--- src/rtl/ipm_pkg.sv ---
// ipm_pkg: shared types and constants for IPM public-vector generation.
package ipm_pkg;
  typedef enum logic [1:0] {IDLE, FILL, OFFER} state_e;
  localparam logic [7:0] L0_CONST = 8'h01;
  localparam logic [7:0] L_RESET_BYTE = 8'h01;
  function automatic int idx_w(input int n);
    return (n > 2) ? $clog2(n) : 1;
  endfunction
endpackage

--- src/rtl/ipm_nonzero_sampler.sv ---
// ipm_nonzero_sampler: splits the RNG stream into nonzero accepts and zero rejects.
module ipm_nonzero_sampler (
  input  logic       enable,
  input  logic       rnd_valid,
  input  logic [7:0] rnd_data,
  output logic       rnd_ready,
  output logic       accept,
  output logic       reject
);
  assign rnd_ready = enable;
  assign accept = enable & rnd_valid & (|rnd_data);
  assign reject = enable & rnd_valid & ~(|rnd_data);
endmodule

--- src/rtl/ipm_public_vector_gen.sv ---
// ipm_public_vector_gen: builds a fresh nonzero IPM public vector from RNG bytes
// and commits it over the active one once downstream accepts the pair.
module ipm_public_vector_gen
  import ipm_pkg::*;
#(
  parameter int v = 3
) (
  input  logic           clk,
  input  logic           rst_n,
  input  logic           req,
  input  logic           rnd_valid,
  input  logic [7:0]     rnd_data,
  output logic           rnd_ready,
  output logic           busy,
  output logic [v*8-1:0] L_old,
  output logic [v*8-1:0] L_new,
  output logic           pair_valid,
  input  logic           pair_ready,
  output logic [7:0]     rej_cnt
);
  localparam int IW = idx_w(v);
  state_e state_q, state_d;
  logic [IW-1:0] idx_q, idx_d;
  logic [v-1:1][7:0] lnew_q, lnew_d, lold_q, lold_d;
  logic [7:0] rej_q, rej_d;
  logic acc, rej;
  ipm_nonzero_sampler u_sampler (
    .enable(state_q == FILL),
    .rnd_valid(rnd_valid),
    .rnd_data(rnd_data),
    .rnd_ready(rnd_ready),
    .accept(acc),
    .reject(rej)
  );
  assign busy = state_q != IDLE;
  assign pair_valid = state_q == OFFER;
  // Byte 0 is a fixed constant, so only entries 1..v-1 are stored.
  assign L_old = {lold_q, L0_CONST};
  assign L_new = {lnew_q, L0_CONST};
  assign rej_cnt = rej_q;
  always_comb begin
    state_d = state_q;
    idx_d = idx_q;
    lnew_d = lnew_q;
    lold_d = lold_q;
    rej_d = (rej && rej_q != 8'hFF) ? rej_q + 8'd1 : rej_q;
    if (state_q == IDLE && req) begin
      state_d = FILL;
      idx_d = IW'(1);
    end
    if (acc) begin
      lnew_d[idx_q] = rnd_data;
      idx_d = (idx_q == IW'(v - 1)) ? IW'(1) : idx_q + IW'(1);
      state_d = (idx_q == IW'(v - 1)) ? OFFER : FILL;
    end
    if (state_q == OFFER && pair_ready) begin
      lold_d = lnew_q;
      state_d = IDLE;
    end
  end
  always_ff @(posedge clk or negedge rst_n) begin
    if (!rst_n) begin
      state_q <= IDLE;
      idx_q <= IW'(1);
      lnew_q <= {(v-1){L_RESET_BYTE}};
      lold_q <= {(v-1){L_RESET_BYTE}};
      rej_q <= 8'h00;
    end else begin
      state_q <= state_d;
      idx_q <= idx_d;
      lnew_q <= lnew_d;
      lold_q <= lold_d;
      rej_q <= rej_d;
    end
  end
endmodule

--- config.mk ---
export PLATFORM = sky130hd
export DESIGN_NAME = ipm_public_vector_gen
export DESIGN_NICKNAME = d
export VERILOG_FILES = /design/src/rtl/ipm_pkg.sv /design/src/rtl/ipm_nonzero_sampler.sv /design/src/rtl/ipm_public_vector_gen.sv
export SDC_FILE = /design/constraint.sdc
export NUM_CORES = 1
export LEC_CHECK = 0
export ABC_AREA = 0
export BUFFER_PORTS_ARGS = -buffer_cell sky130_fd_sc_hd__buf_2
export CAP_MARGIN = 20
export CORE_ASPECT_RATIO = 1.4
export CORE_MARGIN = 2
export CORE_UTILIZATION = 32
export CTS_BUF_LIST = sky130_fd_sc_hd__clkbuf_4
export DETAILED_ROUTE_END_ITERATION = 8
export SLEW_MARGIN = 20
export SYNTH_ARGS = -nofsm -noshare
export SYNTH_HDL_FRONTEND = slang
export SYNTH_SLANG_ARGS = --single-unit
export TNS_END_PERCENT = 100
--- constraint.sdc ---
create_clock -name clk -period 1.5 [get_ports clk]
set_input_delay 0.3 -clock clk [delete_from_list [all_inputs] [get_ports clk]]
set_output_delay 0.3 -clock clk [all_outputs]
set_load 0.03 [all_outputs]
Word level (Yosys, flattened, before mapping)
Index checks and enable logic that the tools add are counted.
{"block": "totals", "word_cells": 37, "regBits": 44, "output_inout_bits": 59, "inputBits": 13}
{"block": "op_classes", "n_bitwise": 4, "n_lt_le_gt_ge": 2, "n_reduce_logical": 9, "muxes": 9, "addsub": 2, "n_eq_ne": 4}
{"operator": "bitwise mux 16 bit", "n": 1}
{"operator": "demux 8 bit (select 2 bit)", "n": 1}
{"operator": "two-way mux 2 bit", "n": 6}
{"operator": "adder 8 x 1 -> 8 bit (second input constant)", "n": 1}
{"operator": "two-way mux 8 bit", "n": 1}
{"operator": "inequality test 8 bit (second input constant)", "n": 1}
{"operator": "OR reduction 8 bit", "n": 1}
{"operator": "equality test 2 bit (second input constant)", "n": 2}
{"operator": "logical AND 1 bit", "n": 4}
{"operator": "nonzero test 2 bit", "n": 2}
{"operator": "AND 1 bit", "n": 3}
{"operator": "less-than comparator 2 x 3 -> 1 bit (second input constant)", "n": 1}
{"operator": "nonzero test 3 bit", "n": 1}
{"operator": "adder 2 x 1 -> 2 bit (second input constant)", "n": 1}
{"operator": "equality test 2 x 1 -> 1 bit (second input constant)", "n": 1}
{"operator": ">= comparator 2 x 1 -> 1 bit (second input constant)", "n": 1}
{"operator": "zero test 2 bit", "n": 1}
{"operator": "inverter 1 bit", "n": 1}

Depth between registers and ports, before layout
{"block": "depth", "depth_word": 5, "depth_mapped": 5, "mapped_depth_nobuf": 5}

Hierarchy
Synthesis repeated with hierarchy kept, for this count alone.
{"block": "unflattened", "hier_cells": 143, "hier_area_um2": 2006.9}
{"mod": "ipm_public_vector_gen", "seq_area_each_um2": 1107.3, "cells_per_inst": 137, "instances": 1, "area_each_um2": 1956.9}
{"mod": "ipm_nonzero_sampler", "seq_area_each_um2": 0.0, "cells_per_inst": 6, "instances": 1, "area_each_um2": 50.0}

Least setup slack after synthesis
No wires, ideal clock.
{"block": "synth_timing", "path_kind": "flip-flop to flip-flop", "start": "register state_q[1]", "end": "register lold_q (netlist bit L_old[10])", "required_time_ns": 1.372, "arrival_time_ns": 1.752, "setup_slack_ns": -0.379, "path_stages_with_launch": 6, "cell_sequence": "dfrtp_1 -> inv_1 -> nor2_1 -> nand2_1 -> buf_2 -> mux2_1"}
{"block": "synth_via", "elab_chain_cells": 2}
{"item": "from (decl)", "line": "ipm_public_vector_gen.sv:22", "text": "state_e state_q, state_d;"}
{"item": "from (signal assigned)", "line": "ipm_public_vector_gen.sv:69", "text": "state_q <= state_d;"}
{"item": "equality test 2 bit"}
{"item": "net pair_valid", "line": "ipm_public_vector_gen.sv:17", "text": "output logic pair_valid,"}
{"item": "logical AND 1 bit", "line": "ipm_public_vector_gen.sv:56", "text": "if (state_q == OFFER && pair_ready) begin"}
{"item": "to (signal assigned)", "line": "ipm_public_vector_gen.sv:66", "text": "lold_q <= {(v-1){L_RESET_BYTE}};"}
{"item": "to (signal assigned)", "line": "ipm_public_vector_gen.sv:72", "text": "lold_q <= lold_d;"}
{"item": "to (decl)", "line": "ipm_public_vector_gen.sv:24", "text": "logic [v-1:1][7:0] lnew_q, lnew_d, lold_q, lold_d;"}
The timed path passes the listed nets, and every way through them passes these cells.
A chain may end at the register's enable or synchronous reset.

Worst setup path after layout
{"block": "layout_timing", "start": "register state_q[1]", "end": "register rej_q[4] (netlist: rej_cnt[4])"}
{"block": "layout_via", "elab_chain_cells": 4}
{"item": "equality test 2 x 1 -> 1 bit", "line": "ipm_public_vector_gen.sv:28", "text": ".enable(state_q == FILL),"}
{"item": "AND 1 bit (2 in series)", "line": "ipm_nonzero_sampler.sv:12", "text": "assign reject = enable & rnd_valid & ~(|rnd_data);"}
{"item": "logical AND 1 bit", "line": "ipm_public_vector_gen.sv:46", "text": "rej_d = (rej && rej_q != 8'hFF) ? rej_q + 8'd1 : rej_q;"}
{"item": "to (signal assigned)", "line": "ipm_public_vector_gen.sv:73", "text": "rej_q <= rej_d;"}
{"item": "to (decl)", "line": "ipm_public_vector_gen.sv:25", "text": "logic [7:0] rej_q, rej_d;"}
No other way between the ends.

==> summary.txt <==
Drt
  • Drt pass-1 iters: 4
  • Wire per inst: 13.2 um
  • Drt drc: 0
  • Drt via density: 4.52
  • DRT Wirelength: 3930 um
  • DRT antenna net count: 0
  • DR vias: 1,348
  • Initial DRC count: 66

Cells and area
  • Share of layout cells above drive strength 1: 0.575
  • Non-Filler Instances: 298
  • Area growth syn-to-layout: 35.5%
  • Nets: 239
  • Post-route cell area: 2700 um2
  • Diodes inserted: 0

Die
  • Die area: 6880 um2
  • I/O pins: 72
  • Die Y: 97.4 um
  • Initial core utilization: 0.325
  • Core Box Area: 6130 um2
  • Rows: 34
  • Die X: 70.7 um

STA
  • Final Worst Setup Slack: -0.108 ns
  • Max Freq: 622 MHz
  • Clock skew: 0.0221 ns
  • Min cycle time layout: 1.61 ns
  • Final period util: 1.07
  • # setup viols final: 22
  • WHS: 0.238 ns
  • Final Max Slew Viols: 0
  • Final hold vios: 0
  • RSZ-0062 raised after global routing: true

Worst setup path
  • WP data arrival: 1.86 ns
  • CP max stage cell: dfrtp_1
  • Slowest cell delay on critical path: 0.39 ns
  • Reg2Reg Setup Slack: -0.11 ns
  • Critical Path RT: 1.75 ns
  • Crit Path Max Fanout: 2
  • Setup crit start kind: register
  • Cell Chain, Critical Path: and3b_1, buf_4, nand3_1, buf_6, nor2_2, mux2_1
  • Crit Path Class: register to register
  • Crit path capture type: register

Synthesis
  • Post-synthesis average cell area: 13.9 um2
  • Sequential-to-total area share from yosys stat: 0.556
  • Post-synth EDFFs: 0
  • Yosys top cell area share: 0.490
  • Main flop type after synthesis: dfrtp_1
  • Mapped Cells: 143
  • FF+latch count, synth: 44
  • Synth top area cells: dfrtp_1 49%, mux2_4 12%, mux2_1 11%
  • Synthesis Warnings: 0
  • Yosys top cell by area: dfrtp_1
  • Mapped cell area: 1990 um2
  • Async S/R FF share, synth: 1.00
  • Distinct cells, synth: 28

Placement
  • DP Worst Slack: -0.284 ns
  • IO Port Bufs: 55
  • DP HPWL: 2890 um
  • Dpl cell area: 2500 um2
  • Placed Cells: 287
  • Gpl congestion: 0.742

Power and ir drop
  • LEAKAGE: 0.00137 uW
  • Pwr Total: 5090 uW
  • VDD IR max: 0.543 mV
  • Total power divided by cell area: 1890 nW/um2

Global route
  • Total track usage: 0.118
  • Antenna violations before repair: 0
  • Global route overflow: 0
  • Vias in the first global route: 1,299
  • Largest net degree at the start of global routing: 45
  • First-pass GRT wire length: 6320 um

Run status
  • Failing checks: negative setup slack
  • Status: finished with violations

Clocking
  • H-Tree Depth: 2
  • Clock Sinks: 44
  • Clock Pin Slew Worst Setup and Hold Paths: 0.14 ns
  • Longest Clk Path Bufs: 2
  • Clock Latency Late Sink: 0.35 ns
  • Clock Root Buffer: clkbuf_4
  • CTS tree: built
  • CTS buffer count: 5

Min path
  • HP Class: primary input to register

Flow run
  • Max Cap Violations: 0
final timing paths:
| check | from | endpoint | cells past startpoint |
|---|---|---|---|
| max in group asynchronous | rst_n | L_old[16]$_DFFE_PN1P_ | 3 |
| min in group asynchronous | rst_n | L_old[17]$_DFFE_PN0P_ | 3 |
| min | rnd_data[1] | L_new[9]$_DFFE_PN0P_ | 2 |
| max | state_q[1]$_DFFE_PN0P_ | rej_cnt[4]$_DFFE_PN0P_ | 6 |
| min reg2reg | idx_q[0]$_DFFE_PN1P_ | idx_q[0]$_DFFE_PN1P_ | 1 |
| max reg2reg | state_q[1]$_DFFE_PN0P_ | rej_cnt[4]$_DFFE_PN0P_ | 6 |
final cells by class:
| class | count | area (um2) |
|---|---|---|
| clock buffers | 6 | 45.0 |
| clock inverters | 2 | 11.3 |
| fillers | 593 | 3420 |
| inverters | 2 | 10.0 |
| multi-input cells | 92 | 886 |
| flip-flops and latches | 44 | 1110 |
| well taps | 72 | 90.1 |
| repair buffers | 80 | 548 |
cell usage in the layout (no fill, tap or decap), types with 2 or more instances in the layout:
cell type   n
dfstp_2     5
dfrtp_2     3
nor2_4      4
conb_1     16
buf_2      52
xor2_1      2
clkbuf_4    6
nor3_2      2
a21oi_1     2
nor4_4      2
mux2i_1     2
buf_4      14
nor2_1      2
mux2_4     17
and3b_2     2
nand2_1     5
buf_6      10
nand4_1     2
dfrtp_1    36
buf_12      3
mux2_1     19
per-layer routing:
layer  global-route usage  routed length, um  part of all wire
met1                0.148               1600              0.41
met2                0.195               2080              0.53
met3               0.0301                211             0.054
met4               0.0435                 46             0.012
met5                    0                  0                 0
timing repair:
item / CTS / global route
setup endpoints to repair: 20 / 27
buffers inserted: 1 / 1
pin swaps: 2 / 6
resized for setup: 16 / 16
hold endpoints to repair: 39 / 0
hold buffers: 1 / 0
critical path: cells and delay by family, from the launching register on:
family / cells / cell delay, ns
AND/OR/NAND/NOR: 3 / 0.50
flip-flops: 1 / 0.39
buffers and inverters: 2 / 0.31
multiplexers: 1 / 0.34
stage by stage:
stage,util,setup TNS (ns)
2_1_floorplan,-,-1.32
3_3_place_gp,0.409,-4.74
4_1_cts,0.429,-1.38
6_report,0.441,-1.39
3_5_place_dp,0.409,-5.31
5_1_grt,0.441,-2.95
registers in the layout (all words and copies together) (netlist names):
signal   flops
state_q      2
rej_cnt      8
L_old       16
L_new       16
idx_q        2
cells in the mapped netlist, types with 3 or more instances:
| cell type | number |
|---|---|
| and3b_1 | 3 |
| buf_4 | 16 |
| dfrtp_1 | 39 |
| dfstp_2 | 5 |
| mux2_1 | 20 |
| mux2_4 | 16 |
| nand2_1 | 6 |
| nor2_1 | 7 |
| nor3_1 | 3 |
report_power, final:
part	internal, uW	total (uW)	switching [uW]
logic	1120	2590	1470
clock network	197	567	370
registers	1670	1930	265
total	2990	5090	2110
cell families (layout without fill, tap and decap cells):
family,after synthesis,in the layout,synth area share
other,2,16,0.00377
buffers and inverters,21,90,0.0778
adder cells (fa/ha/maj),1,1,0.00628
AND/OR/NAND/NOR,28,28,0.0785
AO/OA/AOI/OAI,7,7,0.0257
flip-flops,44,44,0.556
multiplexers,38,38,0.244
XOR/XNOR,2,2,0.00879
(Power assumes the default switching activity.)
